--- config.mk ---
export PLATFORM = sky130hd
export DESIGN_NAME = frame_capture_avl_writer
export DESIGN_NICKNAME = d
export VERILOG_FILES = /design/src/rtl/frame_capture_avl_writer.sv
export SDC_FILE = /design/constraint.sdc
export NUM_CORES = 2
export LEC_CHECK = 0
export BUFFER_PORTS_ARGS = -buffer_cell sky130_fd_sc_hd__buf_2
export CAP_MARGIN = 10
export CORE_ASPECT_RATIO = 1.5
export CORE_MARGIN = 8
export CORE_UTILIZATION = 55
export DETAILED_ROUTE_END_ITERATION = 12
export MAX_ROUTING_LAYER = met4
export PLACE_DENSITY = 0.71
export SLEW_MARGIN = 20
export SYNTH_ARGS = -nofsm -noshare
export SYNTH_HDL_FRONTEND = slang
export SYNTH_SLANG_ARGS = --single-unit
--- constraint.sdc ---
create_clock -name iCLK -period 7.9 [get_ports iCLK]
set_input_delay 0.79 -clock iCLK [delete_from_list [all_inputs] [get_ports iCLK]]
set_output_delay 0.79 -clock iCLK [all_outputs]
set_load 0.05 [all_outputs]
--- src/rtl/frame_capture_avl_writer.sv ---
// Captures one frame of 24-bit pixels into a FIFO and writes it to LPDDR2
// as fixed-length Avalon-MM write bursts starting at a latched base address.
module frame_capture_avl_writer #(
  parameter int unsigned FRAME_WORDS = 2073600,
  parameter int unsigned BURST_LEN   = 4,
  parameter int unsigned FIFO_DEPTH  = 64,
  parameter int unsigned ADDR_W      = 27
) (
  input  logic              iCLK,
  input  logic              iRST_n,
  input  logic [ADDR_W-1:0] iBASE_ADDR,
  input  logic              iARM,
  input  logic              iPIX_VALID,
  input  logic              iPIX_SOF,
  input  logic [23:0]       iPIX_DATA,
  input  logic              avl_waitrequest_n,
  output logic [ADDR_W-1:0] avl_address,
  output logic [31:0]       avl_writedata,
  output logic              avl_write,
  output logic              avl_burstbegin,
  output logic [2:0]        avl_size,
  output logic              oBUSY,
  output logic              oDONE,
  output logic              oERR,
  output logic              oOVERFLOW
);

  localparam int unsigned PTR_W  = (FIFO_DEPTH > 1) ? $clog2(FIFO_DEPTH) : 1;
  localparam int unsigned FCNT_W = PTR_W + 1;
  localparam int unsigned CNT_W  = $clog2(FRAME_WORDS + 1);
  localparam int unsigned BEAT_W = 2;

  typedef enum logic [1:0] {IN_IDLE, IN_WAIT_SOF, IN_RUN, IN_END} in_state_t;
  typedef enum logic [1:0] {WR_IDLE, WR_REQ, WR_BURST} wr_state_t;

  in_state_t         in_state, in_state_d;
  wr_state_t         wr_state, wr_state_d;
  logic [CNT_W-1:0]  in_cnt, in_cnt_d;
  logic [CNT_W-1:0]  wr_cnt, wr_cnt_d;
  logic [BEAT_W-1:0] beat_cnt, beat_cnt_d;
  logic [ADDR_W-1:0] base_q, base_d;
  logic              abort_q, abort_d;

  logic [ADDR_W-1:0] addr_d;
  logic [31:0]       wdata_d;
  logic              write_d, bb_d;
  logic              busy_d, done_d, err_d, ovf_d;

  // Pixel FIFO
  logic [23:0]       mem [FIFO_DEPTH];
  logic [PTR_W-1:0]  wr_ptr, rd_ptr, rd_ptr_nxt;
  logic [FCNT_W-1:0] fifo_cnt;
  logic              push, pop, flush;
  logic              full_after_pop;
  logic              last_beat;

  assign avl_size       = 3'(BURST_LEN);
  assign rd_ptr_nxt     = rd_ptr + PTR_W'(1);
  assign full_after_pop = (fifo_cnt - FCNT_W'(pop)) == FCNT_W'(FIFO_DEPTH);
  assign last_beat      = beat_cnt == BEAT_W'(BURST_LEN - 1);

  // State, counters, FIFO bookkeeping and registered outputs
  always_ff @(posedge iCLK or negedge iRST_n) begin
    if (!iRST_n) begin
      in_state       <= IN_IDLE;
      wr_state       <= WR_IDLE;
      in_cnt         <= '0;
      wr_cnt         <= '0;
      beat_cnt       <= '0;
      base_q         <= '0;
      abort_q        <= 1'b0;
      avl_address    <= '0;
      avl_writedata  <= '0;
      avl_write      <= 1'b0;
      avl_burstbegin <= 1'b0;
      oBUSY          <= 1'b0;
      oDONE          <= 1'b0;
      oERR           <= 1'b0;
      oOVERFLOW      <= 1'b0;
      wr_ptr         <= '0;
      rd_ptr         <= '0;
      fifo_cnt       <= '0;
    end else begin
      in_state       <= in_state_d;
      wr_state       <= wr_state_d;
      in_cnt         <= in_cnt_d;
      wr_cnt         <= wr_cnt_d;
      beat_cnt       <= beat_cnt_d;
      base_q         <= base_d;
      abort_q        <= abort_d;
      avl_address    <= addr_d;
      avl_writedata  <= wdata_d;
      avl_write      <= write_d;
      avl_burstbegin <= bb_d;
      oBUSY          <= busy_d;
      oDONE          <= done_d;
      oERR           <= err_d;
      oOVERFLOW      <= ovf_d;
      if (flush) begin
        wr_ptr   <= '0;
        rd_ptr   <= '0;
        fifo_cnt <= '0;
      end else begin
        if (push) wr_ptr <= wr_ptr + PTR_W'(1);
        if (pop)  rd_ptr <= rd_ptr_nxt;
        case ({push, pop})
          2'b10:   fifo_cnt <= fifo_cnt + FCNT_W'(1);
          2'b01:   fifo_cnt <= fifo_cnt - FCNT_W'(1);
          default: fifo_cnt <= fifo_cnt;
        endcase
      end
    end
  end

  always_ff @(posedge iCLK) begin
    if (push) mem[wr_ptr] <= iPIX_DATA;
  end

  // Next-state logic for both FSMs and the status flags
  always_comb begin
    in_state_d = in_state;
    wr_state_d = wr_state;
    in_cnt_d   = in_cnt;
    wr_cnt_d   = wr_cnt;
    beat_cnt_d = beat_cnt;
    base_d     = base_q;
    abort_d    = abort_q;
    addr_d     = avl_address;
    wdata_d    = avl_writedata;
    write_d    = avl_write;
    bb_d       = avl_burstbegin;
    busy_d     = oBUSY;
    done_d     = oDONE;
    err_d      = oERR;
    ovf_d      = oOVERFLOW;
    push       = 1'b0;
    pop        = 1'b0;
    flush      = 1'b0;

    // Write side first: pop feeds the input side's full check
    case (wr_state)
      WR_IDLE: begin
        if (oBUSY) begin
          if (abort_q) begin
            flush      = 1'b1;
            err_d      = 1'b1;
            busy_d     = 1'b0;
            in_state_d = IN_IDLE;
          end else if (fifo_cnt >= FCNT_W'(BURST_LEN)) begin
            write_d    = 1'b1;
            bb_d       = 1'b1;
            addr_d     = base_q + ADDR_W'(wr_cnt);
            wdata_d    = {8'h00, mem[rd_ptr]};
            beat_cnt_d = '0;
            wr_state_d = WR_REQ;
          end
        end
      end
      WR_REQ, WR_BURST: begin
        if (avl_waitrequest_n) begin
          pop  = 1'b1;
          bb_d = 1'b0;
          if (last_beat) begin
            write_d    = 1'b0;
            wr_cnt_d   = wr_cnt + CNT_W'(BURST_LEN);
            wr_state_d = WR_IDLE;
            if (!abort_q && wr_cnt_d == CNT_W'(FRAME_WORDS)) begin
              done_d     = 1'b1;
              busy_d     = 1'b0;
              in_state_d = IN_IDLE;
            end
          end else begin
            beat_cnt_d = beat_cnt + BEAT_W'(1);
            wdata_d    = {8'h00, mem[rd_ptr_nxt]};
            wr_state_d = WR_BURST;
          end
        end
      end
      default: wr_state_d = WR_IDLE;
    endcase

    case (in_state)
      IN_IDLE: begin
        if (iARM) begin
          base_d     = iBASE_ADDR;
          done_d     = 1'b0;
          err_d      = 1'b0;
          ovf_d      = 1'b0;
          busy_d     = 1'b1;
          abort_d    = 1'b0;
          in_cnt_d   = '0;
          wr_cnt_d   = '0;
          in_state_d = IN_WAIT_SOF;
        end
      end
      IN_WAIT_SOF: begin
        if (iPIX_VALID && iPIX_SOF) begin
          push       = 1'b1;
          in_cnt_d   = CNT_W'(1);
          in_state_d = (FRAME_WORDS == 1) ? IN_END : IN_RUN;
        end
      end
      IN_RUN: begin
        if (iPIX_VALID) begin
          push     = 1'b1;
          in_cnt_d = in_cnt + CNT_W'(1);
          if (in_cnt_d == CNT_W'(FRAME_WORDS)) in_state_d = IN_END;
        end
      end
      default: ;
    endcase

    // A push into a full FIFO drops the pixel and aborts the capture
    if (push && full_after_pop) begin
      push       = 1'b0;
      in_cnt_d   = in_cnt;
      ovf_d      = 1'b1;
      abort_d    = 1'b1;
      in_state_d = IN_END;
    end
  end

endmodule

# Yosys cells after proc, flatten, opt, wreduce, memory -nomap -nowiden
# Memory sizes are Yosys's and may differ from the RTL's.
# Index checks and enable logic that the tools add are counted.
# word_totals
regBits	159
ramBits	1536
out_inout_bits	68
word_cells	157
memories	1
# mem_list
memory	depth	width	rd	rd_ports_with_merged_regs	write_ports	line_no	rtl
mem	64	24	2	0	1	50	logic [23:0] mem [FIFO_DEPTH];
# classes
add_sub_neg	9
order_cmp	1
eq_ne	19
mux	86
bitwise_logic	2
n_reduce_logical	22
# ops
cell	n
two-way mux 21 bit	8
two-way mux 32 bit	5
one-hot mux 32 bit (2 select lines)	1
one-hot mux 21 bit (3 select lines)	1
== test 21 bit, second input constant	2
two-way mux 2 bit	20
two-way mux 1 bit	37
adder 27 x 21 -> 27 bit	1
two-way mux 6 bit	4
adder 21 x 1 -> 21 bit, second input constant	1
adder 21 x 3 -> 21 bit, second input constant	1
!= test 2 bit, second input constant	9
one-hot mux 7 bit (2 select lines)	1
adder 6 x 1 -> 6 bit, second input constant	2
one-hot mux 2 bit (2 select lines)	3
AND reduction 6 bit	2
AND reduction 5 bit	2
nonzero test 2 bit	5
== test 2 bit, second input constant	4
one-hot mux 1 bit (2 select lines)	4
AND reduction 4 bit	2
adder 7 x 1 -> 7 bit, second input constant	1
== test 7 bit, second input constant	1
>= comparator 7 x 3 -> 1 bit, second input constant	1
other kinds (13)	21

# Longest topological paths before layout
# depth
depth_word	11
mapped_depth	19

# Worst setup path after synthesis
# Ideal clock, no wire load.
# synth_path
kind	input to register
startpoint	input avl_waitrequest_n
endpoint	memory mem[63][0] (enable)
t_arrival_ns	3.783
path_slack_ns	3.712
path_stages	11
path_buffers	1
cell_sequence	nand2_1 > clkinv_1 > ha_1 > xnor2_1 > nand4_1 > nor2_1 > nor3_1 > and2_1 > nand3_1 > clkbuf_1 > nor2_1
# synth_between
elab_chain_cells	8
# synth_rtl
element	line_no	rtl
start, declared	16	input logic avl_waitrequest_n,
two-way mux 1 bit	160	if (avl_waitrequest_n) begin
two-way mux 1 bit	141	case (wr_state)
subtractor 7 x 1 -> 7 bit	59	assign full_after_pop = (fifo_cnt - FCNT_W'(pop)) == FCNT_W'(FIFO_DEPTH);
== test 7 bit	59	
logical AND 1 bit	214	if (push && full_after_pop) begin
two-way mux 1 bit	214	
two-way mux 1 bit	116	if (push) mem[wr_ptr] <= iPIX_DATA;
two-way mux 1 bit (implied by the code)	116	
end, declared	50	
# No other way between the ends.

# Final worst setup path
# layout_path
startpoint	register wr_state[0]
endpoint	memory mem[19][2] (enable)
# layout_between
elab_chain_cells	9
word_cells_on_any_way	10
classes_between	add/sub (1); eq/ne (3); mux (4); reduce/logical (2)
# layout_rtl
element	line_no	rtl
start, declared	37	wr_state_t wr_state, wr_state_d;
start signal, assigned	85	wr_state <= wr_state_d;
== test 2 x 1 -> 1 bit or == test 2 bit (tied branches)	141	
OR reduction 2 bit (*)	141	
two-way mux 1 bit (*)	141	
subtractor 7 x 1 -> 7 bit (*)	59	
== test 7 bit (*)	59	
logical AND 1 bit (*)	214	
two-way mux 1 bit (*)	214	
two-way mux 1 bit (*)	116	
two-way mux 1 bit (implied by the code) (*)	116	
# Every way passes the cells marked *; elsewhere a longest branch is shown, timed or not.

==> key figures <==
Global route
  • Largest net degree at the start of global routing: 154
  • First-pass GRT wire length: 298 mm
  • Initial antenna violation count: 16
  • Vias in the first global route: 42600
  • Gr usage total: 27.5%
  • Grt total ovfl: 0

STA
  • Unrepaired setup endpoints after global routing: false
  • Final period utilization: 70.3%
  • Setup violators final: 0
  • Worst slew pin tran: 1.16 ns
  • Clock skew: 0.0258 ns
  • Max-slew violations: 0
  • Fin. Hold Viols: 0
  • PnR worst setup slack: 2.35 ns
  • Slew headroom: 22.7%
  • Setup TNS: 0 ns
  • Final min period: 5.55 ns
  • Peak Freq: 0.180 GHz

Layout
  • Nets: 4035
  • Layout cell share with drive strength beyond 1: 36.8%
  • Fillers: between 9000 and 10000
  • Layout area overhead: 10.7%
  • Commonest non-fill, non-tap cells in the layout: edfxtp_1, mux4_2, nand2_1
  • Final Cell Area: 86800 µm²
  • Commonest non-fill, non-tap cell in the layout: edfxtp_1

Worst setup path
  • Req. time, crit path: 8.29 ns
  • CP max FO: 58
  • Reg2Reg Launch Point: wr_state[0]$_DFFE_PN0P_
  • Startpoint Class: register
  • Worst EP arrival: 5.95 ns
  • Worst Setup SP: wr_state[0]$_DFFE_PN0P_
  • Critical path type: reg -> reg
  • Crit path capture type: register

Clocking
  • TritonCTS clock tree: built
  • CTS Root Cell: clkbuf_16
  • Later-pin clock latency in the skew report: 0.79 ns
  • Clk sink count: 1685
  • CTS Buffer Depth: 3
  • Reg clk slew, reported paths: 0.06 ns
  • H-tree depth: 4
  • CTS buffer count: 155
  • # Post-CTS Setup Buffers: 0
  • Hold Buf Count CTS: 0
  • Post-CTS sizing: 0

Drt
  • ANT nets after route: 0
  • DRC Markers: 0
  • DRT iter0 DRCs: 4873
  • DRT Pass-1 Iters: 5
  • WL per Instance: roughly 35 µm
  • Final WL: 206 mm
  • Vias per cell: 6.97
  • Vias: 41500

Floorplanning
  • DIE HEIGHT: roughly 480 µm
  • FP Rows: 169
  • Core box area: between 100000 and 150000 µm²
  • Initial core utilization: 55.4%
  • Die area: 155000 µm²
  • Overall die width: roughly 320 µm
  • IO Count: 125

Synth
  • EDFF count, synth: between 1500 and 2000
  • Ys flop type: edfxtp_1
  • Ys async rst share: 8.84%
  • Mapped Cells: 3888
  • Mapped Area: 78400 µm²
  • Sequential fraction of the synthesis area: 63.6%
  • Yosys cell types: 68
  • YS warnings: 0
  • Flops & latches, synth: approximately 1700
  • Synth Area per Inst: 20.2 µm²

Placed design
  • Routability Congestion: between 0.9 and 1
  • Placed standard-cell area: between 80000 and 90000 µm²
  • Final HPWL from detailed placement: ~130 mm
  • Worst slack, placed: approximately 2.4 ns
  • Port bufs: 113

Flow run
  • Max-cap viol count: 0

Pwr
  • P_leak: between 20 and 30 nW
  • Power density over the cells: between 300 and 400 nW/µm²
  • Maximum vdd drop: 0.386 mV

Outcome
  • Status: finished clean

Min path
  • HP Class: in -> async
path summary, 6_finish.rpt:
kind / slack, ns / to / cells past startpoint
max: 2.35 / mem[19][2]$_DFFE_PP_ / 10
min: 0.05 / in_cnt[3]$_DFFE_PN0P_ / 1
max reg2reg: 2.35 / mem[19][2]$_DFFE_PP_ / 10
min reg2reg: 0.47 / avl_address[20]$_DFFE_PN0P_ / 2
max in group asynchronous: 6.37 / wr_cnt[6]$_DFF_PN0_ / 2
min in group iCLK: 0.20 / base_q[26]$_DFFE_PN0P_ / 3
critical path, cell delays in order (launching register included):
cell and delay, ns:
dfrtp_1 0.36, inv_1 0.09, ha_4 0.76, nand2_1 0.35, clkinv_1 0.23, ha_1 0.26, nand4_1 0.11, nor2_1 0.07
nor4_1 0.76, nand3_1 0.97, nor2_4 1.16
flip-flops by register name, indices dropped and copies added (netlist names), 2 cells and up:
name	cells
base_q	27
beat_cnt	2
wr_state	2
wr_ptr	6
fifo_cnt	7
in_cnt	21
mem	1536
wr_cnt	19
avl_writedata	24
avl_address	27
in_state	2
rd_ptr	6
area by class of cell:
class / instances / area [µm²] / share of cell area [%]
antenna: 11 / 27.5 / 0.0317
tap: 1881 / 2350 / 2.71
sequential: 1685 / 49900 / 57.4
timing repair buffer: 187 / 1460 / 1.68
multi-input combinational: 1895 / 27900 / 32.1
inverter: 16 / 60.1 / 0.0692
clock inverter: 90 / 898 / 1.03
clock buffer: 196 / 4270 / 4.92
cells in the mapped netlist (34+ instances only):
library cell,instances,share of area (%)
clkbuf_1,176,0.84
buf_1,60,0.29
a22oi_1,49,0.47
mux4_2,975,28
nand2_1,192,0.92
buf_2,53,0.34
o21ai_0,97,0.62
a21oi_1,90,0.57
dfrtp_1,149,4.8
ha_1,37,0.59
nor2_1,142,0.68
xnor2_1,34,0.38
edfxtp_1,1536,59
cell families (layout without fill, tap and decap cells):
logic type	Yosys count	count (layout)	synth area share, %
AND/OR/NAND/NOR	478	478	2.75
flip-flops	1685	1685	63.6
adder cells (fa/ha/maj)	38	38	0.616
AO/OA/AOI/OAI	309	309	2.41
multiplexers	993	993	28.2
other	2	22	0.00958
XOR/XNOR	66	66	0.737
buffers and inverters	317	489	1.66
per-stage QoR:
stage | std cells | hold WS, ns | total power, mW | utilization (%)
after CTS | 5945 | 0.0385 | 33.9 | 61.3
after global placement | 5656 | 0.455 | 26.2 | 57.6
after detailed placement | 5659 | 0.465 | 26.3 | 57.6
final | 5961 | 0.0519 | 33.8 | 61.4
after global routing | 5959 | 0.0757 | 35.0 | 61.4
after floorplan | 3897 | 0.442 | 21.7 | -
power breakdown:
part | leakage (nW) | total, mW | internal (mW) | switching [mW]
Combinational | 9.16 | 15.6 | 7.46 | 8.18
Sequential | 15.7 | 10.5 | 10.0 | 0.439
Clock | 2.53 | 7.68 | 4.37 | 3.31
metal layers:
layer / global-route usage (%) / part of all wire, % / vias to the layer above
met2: 47.3 / 54 / 2098
li1: - / - / 16800
met5: - / 0 / -
met1: 32.6 / 34 / 22200
met4: 10.4 / 4.3 / 0
met3: 4.49 / 7.9 / 399
Power figures use the tool's default switching activity.
